`src/rtl/booth_seq_mult.sv`:
```
// ============================================================================
// booth_seq_mult
// Sequential radix-4 Booth multiplier with a valid/ready handshake on both
// the operand side and the product side.
//
// Both operands are extended to DATA_WIDTH+2 bits. The extension is a sign
// extension when signed_i=1 and a zero extension otherwise. The multiplier
// then yields N = DATA_WIDTH/2+1 Booth digits. PP_PER_CYCLE digits are
// retired on each BUSY edge, so a product takes C = ceil(N/PP_PER_CYCLE)
// edges.
//
// Optional feature: define BOOTH_SEQ_EARLY_TERM_EN to finish as soon as the
// multiplier bits still unprocessed (including the overlap bit) are all 0 or
// all 1. The remaining digits are then all zero and cannot change the result.
//
// Ports
//   clk_i        : clock, rising edge
//   rst_n_i      : asynchronous active-low reset
//   flush_i      : synchronous abort; forces IDLE and discards any result
//   in_valid_i   : operands valid
//   in_ready_o   : block accepts operands
//   signed_i     : 1 = two's-complement operands, 0 = unsigned
//   a_i          : multiplicand, DATA_WIDTH bits
//   b_i          : multiplier (Booth-recoded), DATA_WIDTH bits
//   out_valid_o  : product valid
//   out_ready_i  : consumer takes the product
//   p_o          : product, 2*DATA_WIDTH bits
// ============================================================================
module booth_seq_mult #(
    parameter int DATA_WIDTH   = 16,
    parameter int PP_PER_CYCLE = 1
) (
    input  logic                    clk_i,
    input  logic                    rst_n_i,
    input  logic                    flush_i,
    input  logic                    in_valid_i,
    output logic                    in_ready_o,
    input  logic                    signed_i,
    input  logic [DATA_WIDTH-1:0]   a_i,
    input  logic [DATA_WIDTH-1:0]   b_i,
    output logic                    out_valid_o,
    input  logic                    out_ready_i,
    output logic [2*DATA_WIDTH-1:0] p_o
);

    localparam int N_DIGITS = DATA_WIDTH / 2 + 1;
    localparam int N_CYCLES = (N_DIGITS + PP_PER_CYCLE - 1) / PP_PER_CYCLE;
    // The extra headroom beyond 2*DATA_WIDTH+2 keeps the top partial product
    // (+-2 * A * 4^(N-1)) from wrapping.
    localparam int ACC_W    = 2 * DATA_WIDTH + 4;
    // The extended multiplier plus the b[-1] overlap bit at position 0.
    localparam int B_W      = DATA_WIDTH + 3;
    localparam int CNT_W    = $clog2(N_CYCLES + 1);

    typedef enum logic [1:0] {
        IDLE = 2'd0,
        BUSY = 2'd1,
        DONE = 2'd2
    } state_t;

    state_t                  state, state_next;
    logic [ACC_W-1:0]        acc, acc_step;
    logic [ACC_W-1:0]        m_reg, m_next;
    logic [B_W-1:0]          b_reg, b_shift;
    logic [CNT_W-1:0]        cnt;
    logic [2*DATA_WIDTH-1:0] p_reg;
    logic                    accept;
    logic                    last_step;

    logic [2:0]              trip;
    logic                    pp_neg, pp_one, pp_two;
    logic [ACC_W-1:0]        m_sh, pp_mag;

    assign in_ready_o  = (state == IDLE) || ((state == DONE) && out_ready_i);
    assign out_valid_o = (state == DONE);
    assign p_o         = p_reg;
    assign accept      = in_valid_i && in_ready_o && !flush_i;

    // The low PP_PER_CYCLE triples of b_reg are retired this edge. After that,
    // b_reg and m_reg are shifted so that the next digit is again at bit 0.
    always_comb begin
        // NOTE: every variable in this block is given a value before any branch
        // can skip it. Without that, synthesis infers a latch.
        acc_step = acc;
        trip     = '0;
        pp_neg   = 1'b0;
        pp_one   = 1'b0;
        pp_two   = 1'b0;
        m_sh     = '0;
        pp_mag   = '0;
        for (int i = 0; i < PP_PER_CYCLE; i++) begin
            trip   = b_reg[2*i +: 3];
            // 111 must recode to 0, so it is excluded from the negative digits.
            pp_neg = trip[2] & ~(trip[1] & trip[0]);
            pp_one = trip[1] ^ trip[0];
            pp_two = (trip == 3'b011) || (trip == 3'b100);
            m_sh   = m_reg << (2 * i);
            if (pp_two) begin
                pp_mag = m_sh << 1;
            end else if (pp_one) begin
                pp_mag = m_sh;
            end else begin
                pp_mag = '0;
            end
            // A negative digit is added as the one's complement of the
            // magnitude plus a carry-in of 1.
            acc_step = acc_step + (pp_neg ? ~pp_mag : pp_mag)
                     + {{(ACC_W-1){1'b0}}, pp_neg};
        end
    end

    // The arithmetic shift replicates the extension bit. This makes the
    // digits beyond N recode to zero, and it lets the early-termination test
    // check the whole register.
    assign b_shift = $signed(b_reg) >>> (2 * PP_PER_CYCLE);
    assign m_next  = m_reg << (2 * PP_PER_CYCLE);

`ifdef BOOTH_SEQ_EARLY_TERM_EN
    assign last_step = (cnt == CNT_W'(N_CYCLES - 1)) || (&b_shift) || (~|b_shift);
`else
    assign last_step = (cnt == CNT_W'(N_CYCLES - 1));
`endif

    always_comb begin
        state_next = state;
        unique case (state)
            IDLE: if (accept) state_next = BUSY;
            BUSY: if (last_step) state_next = DONE;
            DONE: begin
                if (accept) begin
                    state_next = BUSY;
                end else if (out_ready_i) begin
                    state_next = IDLE;
                end
            end
            default: state_next = IDLE;
        endcase
        if (flush_i) begin
            state_next = IDLE;
        end
    end

    // NOTE: state registers use non-blocking assignments. This way every
    // flop samples the values from before the edge, whatever the order of
    // the statements.
    always_ff @(posedge clk_i or negedge rst_n_i) begin
        if (!rst_n_i) begin
            state <= IDLE;
        end else begin
            state <= state_next;
        end
    end

    always_ff @(posedge clk_i or negedge rst_n_i) begin
        if (!rst_n_i) begin
            acc   <= '0;
            m_reg <= '0;
            b_reg <= '0;
            cnt   <= '0;
            p_reg <= '0;
        end else if (accept) begin
            acc   <= '0;
            m_reg <= {{(ACC_W-DATA_WIDTH){signed_i & a_i[DATA_WIDTH-1]}}, a_i};
            b_reg <= {{2{signed_i & b_i[DATA_WIDTH-1]}}, b_i, 1'b0};
            cnt   <= '0;
        end else if (state == BUSY && !flush_i) begin
            acc   <= acc_step;
            m_reg <= m_next;
            b_reg <= b_shift;
            cnt   <= cnt + CNT_W'(1);
            if (last_step) begin
                p_reg <= acc_step[2*DATA_WIDTH-1:0];
            end
        end
    end

endmodule

```
`config.mk`:
```
export PLATFORM = sky130hd
export DESIGN_NAME = booth_seq_mult
export DESIGN_NICKNAME = d
export VERILOG_FILES = /design/src/rtl/booth_seq_mult.sv
export SDC_FILE = /design/constraint.sdc
export NUM_CORES = 1
export LEC_CHECK = 0
export ABC_AREA = 1
export ABC_CLOCK_PERIOD_IN_PS = 6800
export CAP_MARGIN = 20
export CORE_ASPECT_RATIO = 0.6
export CORE_MARGIN = 3
export CORE_UTILIZATION = 28
export DETAILED_ROUTE_END_ITERATION = 8
export HOLD_SLACK_MARGIN = 0.15
export MAX_ROUTING_LAYER = met4
export SLEW_MARGIN = 20
export SYNTH_ARGS = -nofsm -noshare
export SYNTH_HDL_FRONTEND = slang
export SYNTH_SLANG_ARGS = --single-unit
```
`constraint.sdc`:
```
create_clock -name clk_i -period 6.8 [get_ports clk_i]
set_input_delay 1.36 -clock clk_i [delete_from_list [all_inputs] [get_ports clk_i]]
set_output_delay 1.36 -clock clk_i [all_outputs]
set_load 0.05 [all_outputs]
```
---- After elaboration in Yosys (flattened, before gate mapping) ----
Cells that the tools add are included.
word-level totals
  bits in registers ....................... 129
  latch bits .............................. 0
  memory bits (writable) .................. 0
  memory bits (read-only) ................. 0
  output and inout bits ................... 34
  memories kept ........................... 0
operators by class
  add/subtract/negate cells ............... 3
  $mul .................................... 0
  div/mod/pow operators ................... 0
  $lt $le $gt $ge ......................... 0
  eq/ne operators ......................... 8
  shifts and indexed selects .............. 0
  muxes and demuxes ....................... 17
  bitwise gates (word level) .............. 8
  reduce and logical (&&, ||, !) cells .... 11
operators with widths
  operator               number
  $mux W36               7
  $add A36 B1 Y36        1
  $add A36 B36 Y36       1
  $not A36 Y36           1
  $mux W19               1
  $mux W18               1
  $mux W2                5
  $mux W4                2
  $ne A3 B3 Y1 const B   2
  $pmux W2 S3            1
  $reduce_and A3 Y1      2
  $add A4 B1 Y4 const B  1
  $and A1 B1 Y1          4
  $eq A4 B4 Y1 const B   1
  $logic_and A1 B1 Y1    4
  $ne A4 B2 Y1 const B   1
  $eq A3 B2 Y1 const B   1
  $eq A3 B3 Y1 const B   1
  $eq A2 B1 Y1 const B   1
  $eq A2 B2 Y1 const B   1
  $logic_not A2 Y1       1
  $logic_or A1 B1 Y1     2
  $not A1 Y1             2
  $reduce_bool A2 Y1     1
  2 further kinds        2

---- Longest topological paths before layout ----
  word-level depth ........................ 9
  gate-level depth with buffers ........... 24

---- Least setup slack after synthesis ----
No wires, ideal clock.
  path kind ............................... input to output
  start point ............................. input out_ready_i
  end point ............................... output in_ready_o
  arrival ................................. 1.894 ns
  slack ................................... 3.546 ns
  cell stages on the path ................. 2
  path through ............................ inv_1 a21oi_2
on the way
  cells in the longest elaborated chain, start to end .. 2
RTL lines
  item                 RTL line  RTL
  from (decl)          42        input logic out_ready_i,
  $logic_and A1 B1 Y1  74        assign in_ready_o = (state == IDLE) || ((state == DONE) && out_ready_i);
  $logic_or A1 B1 Y1   74
  to (decl)            37        output logic in_ready_o,
No other way between the ends.

---- Worst setup path in the final report ----
Same ends and word-level chain as after synthesis.

==> out/qor.csv <==
stage,metric,value,unit
global_routing,largest net degree at the start of global routing,65,
critical_path,Critical Path AT,2.88,ns
sta,fmax,236,MHz
global_routing,number of global-route vias before repair,6248,
cells_and_area,final design utilization,35.0,%
die,IO Count,72,
route,Routed WL,21.3,mm
route,drt wl/cell,15.5,µm
critical_path,Critical Path Fanout Max,2,
critical_path,worst r2r path cells,15,
placement,DP Wirelength,15.8,mm
sta,"Setup violations, final",0,
logic_synthesis,synthesized area,0.00747,mm²
sta,final worst hold slack,0.479,ns
logic_synthesis,ys flop type,dfrtp_1,
placement,PortBufs,71,
cells_and_area,Non-Filler Instances,1377,
global_routing,grt ovf,0,
logic_synthesis,cell count after synthesis,960,
logic_synthesis,number of synthesized flops with an enable pin,0,
sta,crit share post-route,62.4,%
sta,worst relative slew slack,44.4,%
global_routing,global-route wire length before repair,34.9,mm
min_path,worst hold path type,reg -> reg,
sta,Max Slew Vio Count,0,
critical_path,Setup crit end,in_ready_o,
cells_and_area,share of cells above drive strength 1,6.05,%
die,Initial Util,29.0,%
critical_path,CP required,5.44,ns
sta,Final min period,4.24,ns
die,die area,0.0287,mm²
global_routing,initial antenna violation count,0,
route,DRC Markers,0,
clock_network,number of CTS-inserted buffers,17,
sta,Setup TNS Final,0,ns
cells_and_area,NumNets Final,1088,
critical_path,CP startpoint kind,input pin,
route,Vias/cell,4.84,
clock_network,H-tree level count,4,
sta,RSZ-0062 raised after global routing,no,
critical_path,R2R Path End,acc[22]$_DFFE_PN0P_,
cells_and_area,Area Overhead vs Synth,20.5,%
clock_network,Worst-Skew Late Latency,0.42,ns
critical_path,CP startpoint,out_ready_i,
critical_path,Worst setup EP type,output port,
sta,clk_skew,0.00803,ns
logic_synthesis,Synth Register Bits,121,
critical_path,critical path class,in -> out,
logic_synthesis,syn nets,1036,
clock_network,post-CTS resize count,0,
sta,"Hold Vio Cnt, Final",0,
logic_synthesis,post-synthesis sequential area ratio,40.5,%
logic_synthesis,Post-synth ARST share,100,%
route,DR pass1 iterations,5,
min_path,hold_sp,p_o[24]$_DFFE_PN0P_,
global_routing,Tot GR Track Use,15.7,%
logic_synthesis,Post-Syn Area per Cell,7.78,µm²
clock_network,root buf cell,clkbuf_16,
critical_path,reg-to-reg startpoint,b_reg[1]$_DFFE_PN0P_,
die,Die W,217,µm
die,core area,0.0257,mm²
die,Rows,45,
sta,Least-Margin Pin Slew,0.834,ns
cells_and_area,ANT cells,0,
clock_network,CTS tree,built,
route,1st-iter DRT viols,606,
cells_and_area,# fillers,2719,
logic_synthesis,Synth cell types,43,
route,ANT nets after route,0,
clock_network,"Hold-fix buffers, CTS",0,
clock_network,Worst-path clk slew,0.05,ns
run,Max Cap Violations,0,
logic_synthesis,Yosys Warn Count,0,
placement,gpl congestion,0.902,
clock_network,postcts setup bufs,0,
clock_network,CTS Buffer Depth,2,
route,via count of the routed design,6668,
die,Die Ht,133,µm
critical_path,FF-to-FF setup slack,2.96,ns
clock_network,TritonCTS Sinks,121,
outcome,status,"finished, final reports clean",
placement,Placed Cells,1345,
[per-layer routing]
layer	global-route usage, %	wire length [µm]	up-vias	part of all wire (%)
met5	-	0	-	0
met4	3.15	150	0	0.70
met3	3.28	1500	17	7.0
met2	18.7	7510	212	35
met1	25.9	12200	3117	57
li1	-	-	3322	-
[layout make-up]
cell class	count	area (µm²)	area share, %
multi-input combinational	710	3930	43.7
sequential	121	3030	33.6
timing repair buffer	75	738	8.20
clock buffer	24	492	5.46
tap	352	440	4.89
inverter	87	327	3.63
clock inverter	8	45.0	0.500
[Yosys cell counts (12+ instances only)]
cell	instances	area, µm²
xor2_1	38	333
a22oi_1	18	135
a21oi_1	39	195
clkbuf_1	22	82.6
nand3_1	52	260
nand2_1	243	912
ha_1	37	463
nor2_1	46	173
o21ai_0	130	651
inv_1	81	304
o211ai_1	15	113
xnor2_1	12	105
dfrtp_1	121	3030
a31oi_1	12	75.1
buf_2	16	80.1
o21ai_1	12	60.1
[layout by cell type, fill, tap and decap left out, types with 5 or more instances in the layout]
cell             netlist  final
nand2_1              243    243
o21ai_0              130    130
dfrtp_1              121    121
inv_1                 81     81
clkdlybuf4s50_1        0     70
nand3_1               52     52
nor2_1                46     46
a21oi_1               39     39
xor2_1                38     38
ha_1                  37     37
a22oi_1               18     18
clkbuf_16              0     17
o211ai_1              15     15
a31oi_1               12     12
xnor2_1               12     12
o21ai_1               12     12
nand2_2                7      7
nor3_1                 7      7
inv_2                  6      6
clkinv_2               0      6
a21o_1                 5      5
buf_4                  0      5
[cells by family after synthesis]
family / Yosys count / synth area share [%]
buf+inv: 129 / 6.85
compound gates: 250 / 19.1
flops: 121 / 40.5
fa+ha+maj: 38 / 6.46
simple gates: 372 / 21.2
xor+xnor: 50 / 5.86
[worst max-delay path: stages]
cell,delay (ns)
clkdlybuf4s50_1,0.50
inv_1,0.06
a21oi_2,0.14
clkdlybuf4s50_1,0.83
[how the worst min path moves through the flow]
stage | depth (start not counted) | end | slack, ns
2_1_floorplan | 2 | b_reg[3]$_DFFE_PN0P_ | 0.45
3_3_place_gp | 2 | p_o[24]$_DFFE_PN0P_ | 0.47
3_5_place_dp | 2 | p_o[12]$_DFFE_PN0P_ | 0.47
4_1_cts | 2 | p_o[12]$_DFFE_PN0P_ | 0.48
5_1_grt | 2 | p_o[0]$_DFFE_PN0P_ | 0.51
6_report | 2 | p_o[24]$_DFFE_PN0P_ | 0.48
[through the flow]
stage / cell area, µm² / setup WS, ns
2_1_floorplan: 7470 / 3.55
3_3_place_gp: 8460 / 2.26
3_5_place_dp: 8460 / 2.21
4_1_cts: 9000 / 2.55
5_1_grt: 9000 / 2.42
6_report: 9000 / 2.56
Power is not shown: default switching activity piles up to over one toggle a cycle in this logic, so the estimate is an artifact.
